**src/rtl/vga_scan_out_pkg.sv**
```systemverilog
// Shared constants for the 800x600@72 Hz raster: default timing, derived totals,
// pixel-code bit positions and the play-field window expressed in scan coordinates.
package vga_scan_out_pkg;

    localparam int unsigned VGA_H_VISIBLE = 800;
    localparam int unsigned VGA_H_FRONT   = 56;
    localparam int unsigned VGA_H_SYNC    = 120;
    localparam int unsigned VGA_H_BACK    = 64;

    localparam int unsigned VGA_V_VISIBLE = 600;
    localparam int unsigned VGA_V_FRONT   = 37;
    localparam int unsigned VGA_V_SYNC    = 6;
    localparam int unsigned VGA_V_BACK    = 23;

    localparam int unsigned H_TOTAL = VGA_H_VISIBLE + VGA_H_FRONT + VGA_H_SYNC + VGA_H_BACK;
    localparam int unsigned V_TOTAL = VGA_V_VISIBLE + VGA_V_FRONT + VGA_V_SYNC + VGA_V_BACK;

    localparam int H_CNT_W = 12;
    localparam int V_CNT_W = 11;

    localparam int PIX_EN = 3;
    localparam int PIX_R  = 2;
    localparam int PIX_G  = 1;
    localparam int PIX_B  = 0;

    // Play-field window used by the draw_* blocks, in hcounter/vcounter units.
    localparam int unsigned LEFT = 16;
    localparam int unsigned TOP  = 16;
    localparam int unsigned MAXX = 784;
    localparam int unsigned MAXY = 584;

    function automatic logic [3:0] pix_level(input logic on);
        return on ? 4'hF : 4'h0;
    endfunction

endpackage

```
**src/rtl/vga_scan_out_scan_counter.sv**
```systemverilog
// Horizontal/vertical position pair; vcount steps on the hcount wrap.
// Totals are parameters so a lower-resolution mode can reuse this block.
module scan_counter
    import vga_scan_out_pkg::*;
#(
    parameter int unsigned H_TOT = H_TOTAL,
    parameter int unsigned V_TOT = V_TOTAL,
    parameter int          H_W   = H_CNT_W,
    parameter int          V_W   = V_CNT_W
) (
    input  logic           clk,
    input  logic           rst_n,
    output logic [H_W-1:0] hcount,
    output logic [V_W-1:0] vcount,
    output logic           frame_last
);

    localparam logic [H_W-1:0] H_LAST = H_W'(H_TOT - 1);
    localparam logic [V_W-1:0] V_LAST = V_W'(V_TOT - 1);
    localparam logic [H_W-1:0] H_ONE  = H_W'(1);
    localparam logic [V_W-1:0] V_ONE  = V_W'(1);

    logic [H_W-1:0] hcount_q, hcount_d;
    logic [V_W-1:0] vcount_q, vcount_d;
    logic           h_last, v_last;

    always_comb begin
        h_last   = (hcount_q == H_LAST);
        v_last   = (vcount_q == V_LAST);
        hcount_d = h_last ? '0 : hcount_q + H_ONE;
        vcount_d = vcount_q;
        if (h_last) begin
            vcount_d = v_last ? '0 : vcount_q + V_ONE;
        end
    end

    always_ff @(posedge clk or negedge rst_n) begin
        if (!rst_n) begin
            hcount_q <= '0;
            vcount_q <= '0;
        end else begin
            hcount_q <= hcount_d;
            vcount_q <= vcount_d;
        end
    end

    assign hcount     = hcount_q;
    assign vcount     = vcount_q;
    assign frame_last = h_last && v_last;

endmodule

```
**src/rtl/vga_scan_out.sv**
```systemverilog
// Raster timing for the draw_* blocks plus the one-clock output pipeline that
// turns their pixel code into DAC levels with syncs and blank aligned to it.
module vga_scan_out
    import vga_scan_out_pkg::*;
#(
    parameter int unsigned H_VISIBLE = VGA_H_VISIBLE,
    parameter int unsigned H_FRONT   = VGA_H_FRONT,
    parameter int unsigned H_SYNC    = VGA_H_SYNC,
    parameter int unsigned H_BACK    = VGA_H_BACK,
    parameter int unsigned V_VISIBLE = VGA_V_VISIBLE,
    parameter int unsigned V_FRONT   = VGA_V_FRONT,
    parameter int unsigned V_SYNC    = VGA_V_SYNC,
    parameter int unsigned V_BACK    = VGA_V_BACK,
    parameter logic        SYNC_POL  = 1'b1
) (
    input  logic                 clk,
    input  logic                 rst_n,
    output logic [H_CNT_W-1:0]   hcounter,
    output logic [V_CNT_W-1:0]   vcounter,
    input  logic [3:0]           pix_in,
    output logic [3:0]           vga_r,
    output logic [3:0]           vga_g,
    output logic [3:0]           vga_b,
    output logic                 vga_hs,
    output logic                 vga_vs,
    output logic                 vga_blank_n,
    output logic                 frame_tick
);

    localparam int unsigned H_SUM = H_VISIBLE + H_FRONT + H_SYNC + H_BACK;
    localparam int unsigned V_SUM = V_VISIBLE + V_FRONT + V_SYNC + V_BACK;

    localparam logic [H_CNT_W-1:0] H_ACT_END = H_CNT_W'(H_VISIBLE);
    localparam logic [H_CNT_W-1:0] HS_BEGIN  = H_CNT_W'(H_VISIBLE + H_FRONT);
    localparam logic [H_CNT_W-1:0] HS_END    = H_CNT_W'(H_VISIBLE + H_FRONT + H_SYNC);
    localparam logic [V_CNT_W-1:0] V_ACT_END = V_CNT_W'(V_VISIBLE);
    localparam logic [V_CNT_W-1:0] VS_BEGIN  = V_CNT_W'(V_VISIBLE + V_FRONT);
    localparam logic [V_CNT_W-1:0] VS_END    = V_CNT_W'(V_VISIBLE + V_FRONT + V_SYNC);

    logic frame_last;

    scan_counter #(
        .H_TOT (H_SUM),
        .V_TOT (V_SUM),
        .H_W   (H_CNT_W),
        .V_W   (V_CNT_W)
    ) u_scan (
        .clk        (clk),
        .rst_n      (rst_n),
        .hcount     (hcounter),
        .vcount     (vcounter),
        .frame_last (frame_last)
    );

    logic active, hs_raw, vs_raw;

    always_comb begin
        active = (hcounter < H_ACT_END) && (vcounter < V_ACT_END);
        hs_raw = (hcounter >= HS_BEGIN) && (hcounter < HS_END);
        vs_raw = (vcounter >= VS_BEGIN) && (vcounter < VS_END);
    end

    logic [3:0] vga_r_q, vga_r_d;
    logic [3:0] vga_g_q, vga_g_d;
    logic [3:0] vga_b_q, vga_b_d;
    logic       vga_hs_q, vga_hs_d;
    logic       vga_vs_q, vga_vs_d;
    logic       blank_n_q, blank_n_d;
    logic       wrap_q, wrap_d;
    logic       frame_tick_q, frame_tick_d;

    // wrap_q marks the cycle the counters show (0,0) after a wrap, so the
    // release from reset (also at (0,0)) never produces a tick.
    always_comb begin
        vga_r_d      = pix_level(active && pix_in[PIX_EN] && pix_in[PIX_R]);
        vga_g_d      = pix_level(active && pix_in[PIX_EN] && pix_in[PIX_G]);
        vga_b_d      = pix_level(active && pix_in[PIX_EN] && pix_in[PIX_B]);
        vga_hs_d     = hs_raw ^ ~SYNC_POL;
        vga_vs_d     = vs_raw ^ ~SYNC_POL;
        blank_n_d    = active;
        wrap_d       = frame_last;
        frame_tick_d = wrap_q;
    end

    always_ff @(posedge clk or negedge rst_n) begin
        if (!rst_n) begin
            vga_r_q      <= 4'h0;
            vga_g_q      <= 4'h0;
            vga_b_q      <= 4'h0;
            vga_hs_q     <= ~SYNC_POL;
            vga_vs_q     <= ~SYNC_POL;
            blank_n_q    <= 1'b0;
            wrap_q       <= 1'b0;
            frame_tick_q <= 1'b0;
        end else begin
            vga_r_q      <= vga_r_d;
            vga_g_q      <= vga_g_d;
            vga_b_q      <= vga_b_d;
            vga_hs_q     <= vga_hs_d;
            vga_vs_q     <= vga_vs_d;
            blank_n_q    <= blank_n_d;
            wrap_q       <= wrap_d;
            frame_tick_q <= frame_tick_d;
        end
    end

    assign vga_r       = vga_r_q;
    assign vga_g       = vga_g_q;
    assign vga_b       = vga_b_q;
    assign vga_hs      = vga_hs_q;
    assign vga_vs      = vga_vs_q;
    assign vga_blank_n = blank_n_q;
    assign frame_tick  = frame_tick_q;

endmodule

```
**config.mk**
```make
export PLATFORM = sky130hd
export DESIGN_NAME = vga_scan_out
export DESIGN_NICKNAME = d
export VERILOG_FILES = /design/src/rtl/vga_scan_out_pkg.sv /design/src/rtl/vga_scan_out_scan_counter.sv /design/src/rtl/vga_scan_out.sv
export SDC_FILE = /design/constraint.sdc
export NUM_CORES = 1
export LEC_CHECK = 0
export BUFFER_PORTS_ARGS = -buffer_cell sky130_fd_sc_hd__buf_2
export CELL_PAD_IN_SITES_DETAIL_PLACEMENT = 2
export CELL_PAD_IN_SITES_GLOBAL_PLACEMENT = 2
export CORE_ASPECT_RATIO = 0.8
export CORE_MARGIN = 3
export CORE_UTILIZATION = 33
export DETAILED_ROUTE_END_ITERATION = 10
export HOLD_SLACK_MARGIN = 0.03
export MAX_ROUTING_LAYER = met4
export PLACE_DENSITY_LB_ADDON = 0.25
export SYNTH_ARGS = -nofsm -noshare
export SYNTH_HDL_FRONTEND = slang
export SYNTH_SLANG_ARGS = --single-unit
export TNS_END_PERCENT = 50
```
**constraint.sdc**
```tcl
create_clock -name clk -period 4.23 [get_ports clk]
set_input_delay 0.423 -clock clk [delete_from_list [all_inputs] [get_ports clk]]
set_output_delay 0.423 -clock clk [all_outputs]
set_load 0.03 [all_outputs]
```
==> key figures <==
CTS
  – # Post-CTS Setup Buffers: 0
  – Post-CTS Hold Buffers: 0
  – Clock latency on the worst-skew pair: ~0.27 ns
  – CTS resizes: 0
  – Longest Clk Path Bufs: 2
  – CTS tree: done
  – Clk sinks: 31
  – Root buf cell: clkbuf_8
  – Cts bufs inserted: 5
  – Worst-path clk slew: about 0.06 ns
  – H-tree depth: 2

Global routing
  – First-pass GRT wire length: ~7400 µm
  – Initial antenna violation count: 0
  – Vias in the first global route: 1381
  – GR Overflow Total: 0
  – Gr usage total: 0.174
  – Largest net degree at the start of global routing: 32

Drt
  – Wirelength per Cell: ~18 µm
  – Antenna Nets Post-Route: 0
  – Routed vias/inst: 5.22
  – WL final: between 4000 and 5000 µm
  – Drt pass-1 iters: 4
  – Routed vias: ~1300
  – Initial detailed-routing violation count: a little over 50
  – # DRC: 0

Cells and area
  – Multi-input combinational cell area: about 680 µm²
  – Final net count: roughly 200
  – Design Area, Final: between 1500 and 2000 µm²
  – Post-Layout Cell Count: roughly 250
  – Max FFs per register: 12
  – Final core occ: 0.419
  – Ant diodes: 0
  – Register Area: about 780 µm²
  – Syn-to-layout area delta: 16.8%
  – Fillcell total: 492
  – Share of layout cells above drive strength 1: 0.295

Setup path
  – Worst Path Required: around 4.4 ns
  – Crit path kind: reg2reg
  – Critical R2R Capture: u_scan.vcount[2]
  – R2R Path Start: u_scan.hcount[0]
  – Critical Path Fanout Max: 14
  – Startpoint types: flop
  – Worst reg-to-reg setup slack: around 2.3 ns
  – Worst reg2reg path depth: 5
  – Endpoint type of the worst setup path: flop
  – CP Data Arrival Time: 2.04 ns

Placement
  – Hpwl dp: roughly 3100 µm
  – Placed Area: roughly 1800 µm²
  – Final GP Congestion: between 0.8 and 0.9
  – Placed cell count: around 240
  – Dpl ws: 2.37 ns
  – Port bufs: between 40 and 50

Yosys
  – Seq/Total Area, Yosys: 0.492
  – Syn nets: between 150 and 200
  – Synth warn: 0
  – Mapped cell area: between 1500 and 2000 µm²
  – Synthesized instance count: roughly 150
  – #FFs+latches synth: 31
  – Distinct cells, synth: 35
  – Mean Syn Cell Area: slightly above 10 µm²

Timing
  – Final worst path period need: between 1.5 and 2 ns
  – Setup TNS: 0 ns
  – Final WS setup: 2.35 ns
  – Hold Vio Cnt, Final: 0
  – Slew margin rel.: 0.528
  – RSZ-0062 raised after global routing: false
  – Worst Skew: 0.00480 ns
  – Final Setup Violations: 0
  – Actual slew at the worst max-slew pin: roughly 0.71 ns
  – Max Freq: 0.531 GHz
  – Tcrit/Tclk final: 0.445
  – Pins Over Slew Limit: 0

Power
  – Worst vdd ir: approximately 0.16 mV
  – Pleak: between 0.9 and 1 nW
  – Power Density: just under 300 nW/µm²

Die
  – DIE HEIGHT: 67.8 µm
  – Total Die Area: 5640 µm²
  – I/O pins: 45
  – Cell row count: 21
  – Core area: between 4000 and 5000 µm²
  – Initial Utilization: 0.359
  – Chip width: approximately 83 µm

Outcome
  – Outcome: finished clean

Run
  – Total of max-cap violations: 0

Hold path
  – Worst hold path class: in2async
placed cells by master, fill, tap and decap left out, types with 4 or more instances in the layout:
master    instances
buf_2            44
dfrtp_1          31
nand3_1          12
nand2_1          10
xor2_1            8
nor2_1            8
a21oi_1           8
xnor2_1           5
and2_1            5
clkbuf_8          5
nor3_1            4
o21ai_0           4
and3_1            4
logic make-up (layout without fill, tap and decap cells):
logic type	Yosys count	in the layout	synth area share
adders and majority gates	3	3	0.0238
and+or+nand+nor	65	65	0.249
AOI/OAI and AO/OA	22	22	0.0770
DFF	31	31	0.492
muxes	1	1	0.00953
xor gates and xnor gates	13	13	0.0723
buffers and inverters	18	55	0.0762
Yosys cell counts:
cell / n / area share
and4b_1: 1 / 0.0064
nor4b_2: 1 / 0.0095
nor3b_1: 3 / 0.014
a21oi_1: 8 / 0.025
and3_1: 4 / 0.016
inv_1: 3 / 0.0071
o211ai_1: 1 / 0.0048
xnor2_1: 5 / 0.028
buf_4: 9 / 0.043
nand2_1: 10 / 0.024
nand3b_1: 2 / 0.0095
a211oi_1: 1 / 0.0048
or4_1: 1 / 0.0048
ha_1: 3 / 0.024
nor4_1: 2 / 0.0079
o21ai_0: 4 / 0.013
and2_1: 5 / 0.020
mux2_4: 1 / 0.0095
o22ai_1: 2 / 0.0079
buf_6: 2 / 0.014
o21ai_1: 3 / 0.0095
and4_1: 3 / 0.017
nor2_1: 8 / 0.019
nor3b_2: 1 / 0.0079
nand3_2: 1 / 0.0064
nor3_1: 4 / 0.013
a31oi_1: 3 / 0.012
dfrtp_1: 31 / 0.49
clkbuf_1: 1 / 0.0024
and4bb_2: 2 / 0.016
nand3_1: 12 / 0.038
xor2_1: 8 / 0.044
nand4_1: 3 / 0.012
buf_2: 3 / 0.0095
or3_1: 2 / 0.0079
worst max-delay path, cell delays in order (launching register included):
cell	delay, ns
dfrtp_1	0.40
ha_1	0.22
nand3_1	0.13
and4bb_2	0.56
nand2_1	0.14
mux2_4	0.31
where the power goes:
group	leakage (nW)	switching, mW	internal, mW
Sequential	0.410	0.00108	0.298
Clock	0.0422	0.104	0.115
Combinational	0.452	0.0211	0.00653
Total	0.905	0.126	0.420
routing by layer:
layer	vias to the layer above	share of wire	routed length [µm]	global-route usage
li1	604	-	-	-
met3	2	0.057	249	0.0585
met1	651	0.49	2140	0.223
met4	0	0.0039	17	0.0306
met5	-	0	0	-
met2	32	0.45	1950	0.271
final cells by class:
| cell class | instances | share of cell area |
|---|---|---|
| inverter | 3 | 0.00612 |
| timing repair buffer | 44 | 0.120 |
| multi-input combinational | 104 | 0.369 |
| clock inverter | 1 | 0.00272 |
| sequential | 31 | 0.422 |
| clock buffer | 7 | 0.0415 |
| tap | 57 | 0.0388 |
worst max path at each step:
stage,start,end,depth (start not counted)
final,u_scan.hcount[0],u_scan.vcount[2],5
after global routing,u_scan.hcount[0],u_scan.vcount[2],5
after CTS,u_scan.hcount[0],u_scan.vcount[2],5
after detailed placement,u_scan.hcount[9],u_scan.vcount[2],4
after global placement,u_scan.hcount[9],u_scan.vcount[2],4
after floorplan,u_scan.hcount[0],u_scan.vcount[2],5
stage by stage:
step	power [mW]	hold slack, ns
after floorplan	0.325	0.127
after global placement	0.333	0.332
after detailed placement	0.333	0.338
after CTS	0.558	0.212
after global routing	0.578	0.246
final	0.546	0.199
Power figures use the tool's default switching activity.
